## src/rtl/lsu_pkg.sv

```systemverilog
// Shared definitions for the load/store unit: width codes, FSM encoding and
// small decode/merge helpers used by the top and the load extension block.
package lsu_pkg;

  localparam logic [2:0] F3_B  = 3'b000;
  localparam logic [2:0] F3_H  = 3'b001;
  localparam logic [2:0] F3_W  = 3'b010;
  localparam logic [2:0] F3_BU = 3'b100;
  localparam logic [2:0] F3_HU = 3'b101;

  localparam logic ST_IDLE      = 1'b0;
  localparam logic ST_RMW_WRITE = 1'b1;

  function automatic logic f3_illegal(input logic is_store, input logic [2:0] f3);
    logic bad;
    case (f3)
      F3_B, F3_H, F3_W: bad = 1'b0;
      F3_BU, F3_HU:     bad = is_store;
      default:          bad = 1'b1;
    endcase
    return bad;
  endfunction

  function automatic logic f3_misaligned(input logic [2:0] f3, input logic [1:0] a);
    logic mis;
    case (f3)
      F3_H, F3_HU: mis = a[0];
      F3_W:        mis = (a != 2'b00);
      default:     mis = 1'b0;
    endcase
    return mis;
  endfunction

  // Sub-word stores overwrite only the low byte/halfword of the word read back.
  function automatic logic [31:0] store_merge(input logic [31:0] old_word,
                                              input logic [31:0] wdata,
                                              input logic [2:0]  f3);
    logic [31:0] merged;
    case (f3)
      F3_B:    merged = {old_word[31:8], wdata[7:0]};
      F3_H:    merged = {old_word[31:16], wdata[15:0]};
      default: merged = wdata;
    endcase
    return merged;
  endfunction

endpackage

```

## src/rtl/lsu_load_ext.sv

```systemverilog
// Combinational sign/zero extension of the memory word for RV32I loads.
module lsu_load_ext
  import lsu_pkg::*;
(
  input  logic [2:0]  funct3,
  input  logic [31:0] rdata,
  output logic [31:0] data
);

  // Select and extend the addressed low byte/halfword.
  always_comb begin
    data = 32'h0000_0000;
    case (funct3)
      F3_B:    data = {{24{rdata[7]}}, rdata[7:0]};
      F3_BU:   data = {24'h00_0000, rdata[7:0]};
      F3_H:    data = {{16{rdata[15]}}, rdata[15:0]};
      F3_HU:   data = {16'h0000, rdata[15:0]};
      F3_W:    data = rdata;
      default: data = 32'h0000_0000;
    endcase
  end

endmodule

```

## src/rtl/load_store_unit.sv

```systemverilog
// RV32I load/store unit: single-cycle loads and SW, read-modify-write SB/SH.
// Optional macro LSU_MISALIGN_TRAP_EN turns misaligned H/HU/SH/W/SW into faults.
module load_store_unit
  import lsu_pkg::*;
(
  input  logic        clk,
  input  logic        rst_n,
  input  logic        req_valid,
  output logic        req_ready,
  input  logic        req_is_store,
  input  logic [2:0]  req_funct3,
  input  logic [31:0] req_addr,
  input  logic [31:0] req_wdata,
  input  logic [4:0]  req_rd,
  output logic        mem_we,
  output logic [31:0] mem_addr,
  output logic [31:0] mem_wdata,
  input  logic [31:0] mem_rdata,
  output logic        rsp_valid,
  output logic [4:0]  rsp_rd,
  output logic [31:0] rsp_data,
  output logic        rsp_exc
);

  logic        state_r;
  logic [31:0] addr_r;
  logic [31:0] merge_r;
  logic        accept_s;
  logic        fault_s;
  logic        mem_we_s;
  logic [31:0] ld_data_s;

  assign req_ready = (state_r == ST_IDLE);
  assign accept_s  = req_valid && req_ready;

`ifdef LSU_MISALIGN_TRAP_EN
  assign fault_s = f3_illegal(req_is_store, req_funct3) ||
                   f3_misaligned(req_funct3, req_addr[1:0]);
`else
  assign fault_s = f3_illegal(req_is_store, req_funct3);
`endif

  lsu_load_ext u_load_ext (
    .funct3 (req_funct3),
    .rdata  (mem_rdata),
    .data   (ld_data_s)
  );

  // Memory port steering: pass-through in IDLE, latched merge in RMW_WRITE.
  always_comb begin
    mem_we_s  = 1'b0;
    mem_addr  = req_addr;
    mem_wdata = req_wdata;
    if (state_r == ST_RMW_WRITE) begin
      mem_we_s  = 1'b1;
      mem_addr  = addr_r;
      mem_wdata = merge_r;
    end else begin
      mem_we_s = accept_s && req_is_store && !fault_s && (req_funct3 == F3_W);
    end
  end

  // Reset must silence the write strobe immediately, even mid-RMW.
  assign mem_we = mem_we_s && rst_n;

  // FSM and registered response.
  always_ff @(posedge clk or negedge rst_n) begin
    if (!rst_n) begin
      state_r   <= ST_IDLE;
      addr_r    <= 32'h0000_0000;
      merge_r   <= 32'h0000_0000;
      rsp_valid <= 1'b0;
      rsp_rd    <= 5'd0;
      rsp_data  <= 32'h0000_0000;
      rsp_exc   <= 1'b0;
    end else begin
      rsp_valid <= 1'b0;
      rsp_rd    <= 5'd0;
      rsp_data  <= 32'h0000_0000;
      rsp_exc   <= 1'b0;
      case (state_r)
        ST_IDLE: begin
          if (!accept_s) begin
            state_r <= ST_IDLE;
          end else if (fault_s) begin
            rsp_valid <= 1'b1;
            rsp_exc   <= 1'b1;
          end else if (!req_is_store) begin
            rsp_valid <= 1'b1;
            rsp_rd    <= req_rd;
            rsp_data  <= ld_data_s;
          end else if (req_funct3 == F3_W) begin
            rsp_valid <= 1'b1;
          end else begin
            state_r <= ST_RMW_WRITE;
            addr_r  <= req_addr;
            merge_r <= store_merge(mem_rdata, req_wdata, req_funct3);
          end
        end
        ST_RMW_WRITE: begin
          state_r   <= ST_IDLE;
          rsp_valid <= 1'b1;
        end
        default: state_r <= ST_IDLE;
      endcase
    end
  end

endmodule

```

## config.mk

```make
export PLATFORM = sky130hd
export DESIGN_NAME = load_store_unit
export DESIGN_NICKNAME = d
export VERILOG_FILES = /design/src/rtl/lsu_pkg.sv /design/src/rtl/lsu_load_ext.sv /design/src/rtl/load_store_unit.sv
export SDC_FILE = /design/constraint.sdc
export NUM_CORES = 1
export LEC_CHECK = 0
export BUFFER_PORTS_ARGS = -buffer_cell sky130_fd_sc_hd__buf_4
export CAP_MARGIN = 10
export CORE_MARGIN = 3
export CORE_UTILIZATION = 45
export CTS_CLUSTER_DIAMETER = 150
export DETAILED_ROUTE_END_ITERATION = 10
export PLACE_DENSITY = 0.79
export SYNTH_ARGS = -nofsm -noshare
export SYNTH_HDL_FRONTEND = slang
export SYNTH_HIERARCHICAL = 1
export SYNTH_SLANG_ARGS = --single-unit
```

## constraint.sdc

```tcl
create_clock -name clk -period 2.8 [get_ports clk]
set_input_delay 0.56 -clock clk [delete_from_list [all_inputs] [get_ports clk]]
set_output_delay 0.56 -clock clk [all_outputs]
set_load 0.02 [all_outputs]
```

---- Word level (Yosys, flattened, before mapping) ----
Cells that the tools add are included.
cells by class
  add/sub/neg operators ................... 0
  $mul .................................... 0
  divide/modulo/power cells ............... 0
  $lt $le $gt $ge ......................... 0
  equal/unequal tests ..................... 4
  shift operators ......................... 0
  multiplexer cells ....................... 27
  bitwise gates (word level) .............. 3
  reduce and logical (&&, ||, !) cells .... 10
operators by type and width
  cell                                                             count
  32-bit 2-to-1 mux                                                6
  32-bit one-hot mux with 5 select lines                           1
  32-bit one-hot mux with 2 select lines                           1
  5-bit 2-to-1 mux                                                 4
  1-bit 2-to-1 mux                                                 12
  3-bit == test, second input constant                             2
  1-bit one-hot mux with 2 select lines                            3
  1-bit logical AND                                                5
  5-bit AND reduction                                              1
  3-bit by 1-bit == test with 1-bit output, second input constant  1
  3-bit by 2-bit == test with 1-bit output, second input constant  1
  3-bit logical NOT                                                1
  1-bit NOT                                                        3
  3-bit OR reduction                                               1
  2-bit OR reduction                                               1
  1-bit logical NOT                                                1
word-level totals
  register bits after elaboration ......... 104
  latch bits .............................. 0
  memory bits (writable) .................. 0
  ROM bits ................................ 0
  input port bits ......................... 108
  output and inout port bits .............. 105
  logic and storage cells ................. 51
  memories kept ........................... 0

---- Depth between registers and ports, before layout ----
  depth after elaboration ................. 8
  mapped depth ............................ 5

---- Cells and area by module ----
The synthesis kept the hierarchy.
by module, submodules not included
  module           times used  cells an instance  area each (µm²)
  load_store_unit  1           329                4,949.7
  lsu_load_ext     1           71                 581.8

---- Worst setup path before layout ----
No wires, ideal clock.
  path type ............................... input-to-reg
  from .................................... input port req_funct3[1]
  to ...................................... register merge_r[21]
  arrival ................................. 1,858 ps
  slack ................................... 817 ps
  stages on the path ...................... 5
  buffers on the path ..................... 2
  path through ............................ buf_2 -> nor2_1 -> buf_4 -> mux2_2 -> mux2_4
between the ends
  word-level cells in the longest chain between the ends .. 5
  elaborated cells on any way between the ends .. 12
RTL lines
  item                                                              line                                  RTL
  from (decl)                                                       load_store_unit.sv:11                 input logic [2:0] req_funct3,
  3-bit by 2-bit == test with 1-bit output (tied with other cells)  lsu_pkg.sv:16, load_store_unit.sv:92
  3-bit OR reduction / 2-bit OR reduction (equally long branches)   lsu_pkg.sv:16                         case (f3)
  1-bit one-hot mux with 2 select lines                             lsu_pkg.sv:16
  1-bit NOT (no line)                                               -
  5-bit AND reduction (no line)                                     -
  to (signal assigned)                                              load_store_unit.sv:97                 merge_r <= store_merge(mem_rdata, req_wdata, req_funct3);
  to (decl)                                                         load_store_unit.sv:27                 logic [31:0] merge_r;
Several ways; a longest one is shown, not always the timed one.
A chain may end at the register's enable or synchronous reset.

---- Final worst setup path ----
  from .................................... register state_r
  to ...................................... output port mem_wdata[18]
between the ends
  word-level cells in the longest chain between the ends .. 1
RTL lines
  item                    line                   RTL
  from (decl)             load_store_unit.sv:25  logic state_r;
  from (signal assigned)  load_store_unit.sv:69  state_r <= ST_IDLE;
  from (signal assigned)  load_store_unit.sv:84  state_r <= ST_IDLE;
  from (signal assigned)  load_store_unit.sv:95  state_r <= ST_RMW_WRITE;
  32-bit 2-to-1 mux       load_store_unit.sv:54  if (state_r == ST_RMW_WRITE) begin
  to (decl)               load_store_unit.sv:17  output logic [31:0] mem_wdata,
Every way passes these cells.

==> impl_metrics.json <==
{
  "dieArea_sq_um": 13700,
  "via_count": 3818,
  "post-route-period-util_pct": 84.9,
  "setup_tns_ns": 0,
  "cts_htree_levels": 3,
  "die_h_microns": 117,
  "multi_input_area_sq_um": 2730,
  "initial_utilization_pct": 47.2,
  "cts.path.max_buffers": 2,
  "drtAntennaViolNets": 0,
  "cp.arrival_ns": 1.82,
  "cp-end-kind": "output pin",
  "critPathTopFamily": "flip-flops",
  "portBuffers": 212,
  "fmax_ghz": 0.421,
  "postCtsSetupRepairBufs": 0,
  "yosys_warnings": 6,
  "powerDensity_nw_per_um2": 538,
  "slew_viol_final": 0,
  "fin_skew_ns": 0.00414,
  "grt_pass1_wl_microns": 20500,
  "fin_hold_ws_ns": 0.313,
  "setup_viol": 0,
  "syn_inst": 400,
  "grt_max_degree": 64,
  "synth-seq-cells": 104,
  "route.detailed.drc": 0,
  "clock_latency_ns": 0.34,
  "register_area_sq_um": 2600,
  "drt_first_pass_iters": 5,
  "cp.buffers_inverters": 2,
  "critPathMaxFanout": 16,
  "critical-path-max-stage-delay_ns": 0.63,
  "finalHoldViolations": 0,
  "worst_setup_path_start_kind": "flop",
  "dp_hpwl_microns": 9910,
  "hold_buffers": 0,
  "relSlewSlack_pct": 33.7,
  "ys_types": 29,
  "diodes": 0,
  "period_minus_slack_ns": 2.38,
  "status": "completed",
  "cts_made_buffers": 9,
  "drt_iter0_markers": 190,
  "fp.coreArea_sq_um": 11700,
  "cts_tree": "built",
  "rsz0062_at_grt": "no",
  "rows": 39,
  "routed_via_density": 5.10,
  "post_drt_wl_per_cell_microns": 17.9,
  "fin_area_sq_um": 7500,
  "synth_nets": 508,
  "gp_congestion": 0.759,
  "seq_area_frac_synth_pct": 47.0,
  "maxCapViolations": 0,
  "grt_use_total_pct": 19.1,
  "placed_area_sq_um": 7200,
  "drive_above_1_share_pct": 63.3,
  "cpMostUsedCell": "buf_4",
  "clk_pin_slew_ns": 0.07,
  "slowest_stage": "dfrtp_2",
  "grt_pass1_vias": 3941,
  "fillerInstances": 894,
  "grt_antenna_before_repair": 1,
  "synth_area_sq_um": 5530,
  "worstMarginPinSlew_ns": 0.991,
  "path_cells": "buf_4 > mux2_2 > buf_4",
  "io_pins": 213,
  "root_buffer": "clkbuf_16",
  "cts_sinks": 104,
  "synth.avg_cell_area_sq_um": 13.8,
  "nets": 708,
  "die_x_microns": 117,
  "p_leak_nw": 3.76,
  "wirelength_microns": 13400,
  "area_growth_pct": 35.6,
  "ir_worst_vdd_uv": 395,
  "grt-ovfl-total": 0,
  "critical_path_required_ns": 2.24,
  "critical_path_class": "flop to output pin",
  "ctsResizeCount": 0,
  "hold_class": "input pin to async pin"
}
[report_power, final]
part / switching (mW) / internal [mW] / leakage [nW] / total [mW]
sequential: 0.120 / 1.73 / 1.32 / 1.85
clock: 0.559 / 0.697 / 0.131 / 1.26
combinational: 0.372 / 0.560 / 2.32 / 0.932
total: 1.05 / 2.98 / 3.76 / 4.03
[cells in the final DEF, fill, tap and decap left out, types with 2 or more instances in the layout]
cell | netlist | final
clkbuf_16 | 0 | 9
inv_1 | 2 | 2
clkinvlp_4 | 0 | 4
and2_1 | 45 | 45
buf_4 | 5 | 216
o2bb2ai_1 | 7 | 7
o21ai_0 | 7 | 7
mux2i_1 | 24 | 24
mux2_2 | 91 | 91
mux2_1 | 12 | 12
dfrtp_1 | 104 | 103
nand2_1 | 3 | 3
o21a_1 | 2 | 2
o21ai_1 | 9 | 9
mux2_4 | 49 | 49
o21ai_2 | 3 | 3
nand2b_1 | 2 | 2
buf_12 | 0 | 3
[registers in the layout, summed over array words and instances (netlist names)]
register   cells
addr_r        32
merge_r       32
rsp_data      32
rsp_exc        1
rsp_rd         5
rsp_valid      1
state_r        1
[path summary, 6_finish.rpt]
| check | from | endpoint | slack [ns] | cells after the start |
|---|---|---|---|---|
| hold / removal | rst_n | rsp_data[16] | 0.31 | 2 |
| setup reg to reg | state_r | addr_r[23] | 0.70 | 4 |
| max in group asynchronous | rst_n | state_r | 1.82 | 2 |
| setup / recovery | state_r | mem_wdata[18] | 0.42 | 3 |
| hold reg to reg | addr_r[31] | addr_r[31] | 0.49 | 1 |
| min in group clk | req_rd[4] | rsp_rd[4] | 0.43 | 2 |
[cell families after synthesis]
group                  after synthesis  share of synthesized area [%]
AOI/OAI and AO/OA                   30                           3.66
buffers and inverters               32                           3.80
DFF                                104                           47.0
muxes                              176                           38.6
and+or+nand+nor                     58                           6.88
[layout make-up]
| cell class | instances | share of cell area [%] |
|---|---|---|
| Clock buffer | 10 | 3.05 |
| Clock inverter | 6 | 0.918 |
| Inverter | 2 | 0.100 |
| Multi-Input combinational cell | 264 | 36.4 |
| Sequential cell | 104 | 34.7 |
| Tap cell | 143 | 2.39 |
| Timing Repair Buffer | 219 | 22.4 |
[metal layers]
metal  vias up  GRT usage (%)  part of all wire, %
met5         -              0                0.052
met4         2           5.28                  1.7
met3        21           6.68                  9.5
met2       167           30.8                   48
met1      1826           24.7                   41
li1       1802              -                    -
[cell usage after synthesis]
library cell | number | area [sq um]
buf_4 | 5 | 37.5
o2bb2ai_2 | 1 | 15.0
buf_1 | 2 | 7.51
nor2_1 | 1 | 3.75
mux2_1 | 12 | 135
a21oi_1 | 1 | 5.00
dfrtp_1 | 104 | 2600
mux2_2 | 91 | 1020
nand2_1 | 3 | 11.3
o21ai_2 | 3 | 26.3
buf_6 | 8 | 90.1
buf_2 | 8 | 40.0
or3_1 | 1 | 6.26
o21ai_1 | 9 | 45.0
nor2b_1 | 1 | 6.26
nor3_1 | 1 | 5.00
or2_1 | 1 | 6.26
o2bb2ai_1 | 7 | 61.3
o21a_1 | 2 | 15.0
nand4bb_4 | 1 | 27.5
and2_1 | 45 | 282
clkbuf_2 | 1 | 5.00
inv_1 | 2 | 7.51
clkbuf_1 | 6 | 22.5
nand2b_1 | 2 | 12.5
o21ai_0 | 7 | 35.0
nor3_2 | 2 | 20.0
mux2_4 | 49 | 736
mux2i_1 | 24 | 240
[stage by stage]
step                      cells  setup slack [ns]  power (mW)  utilization, %
after floorplan             400             0.817        2.44               -
after global placement      732             0.613        2.77            61.5
after detailed placement    732             0.580        2.81            61.5
after CTS                   748             0.403        4.08            64.0
after global routing        748             0.356        4.22            64.0
final                       748             0.423        4.03            64.0
Note: power is estimated with default switching activity, not from simulation.
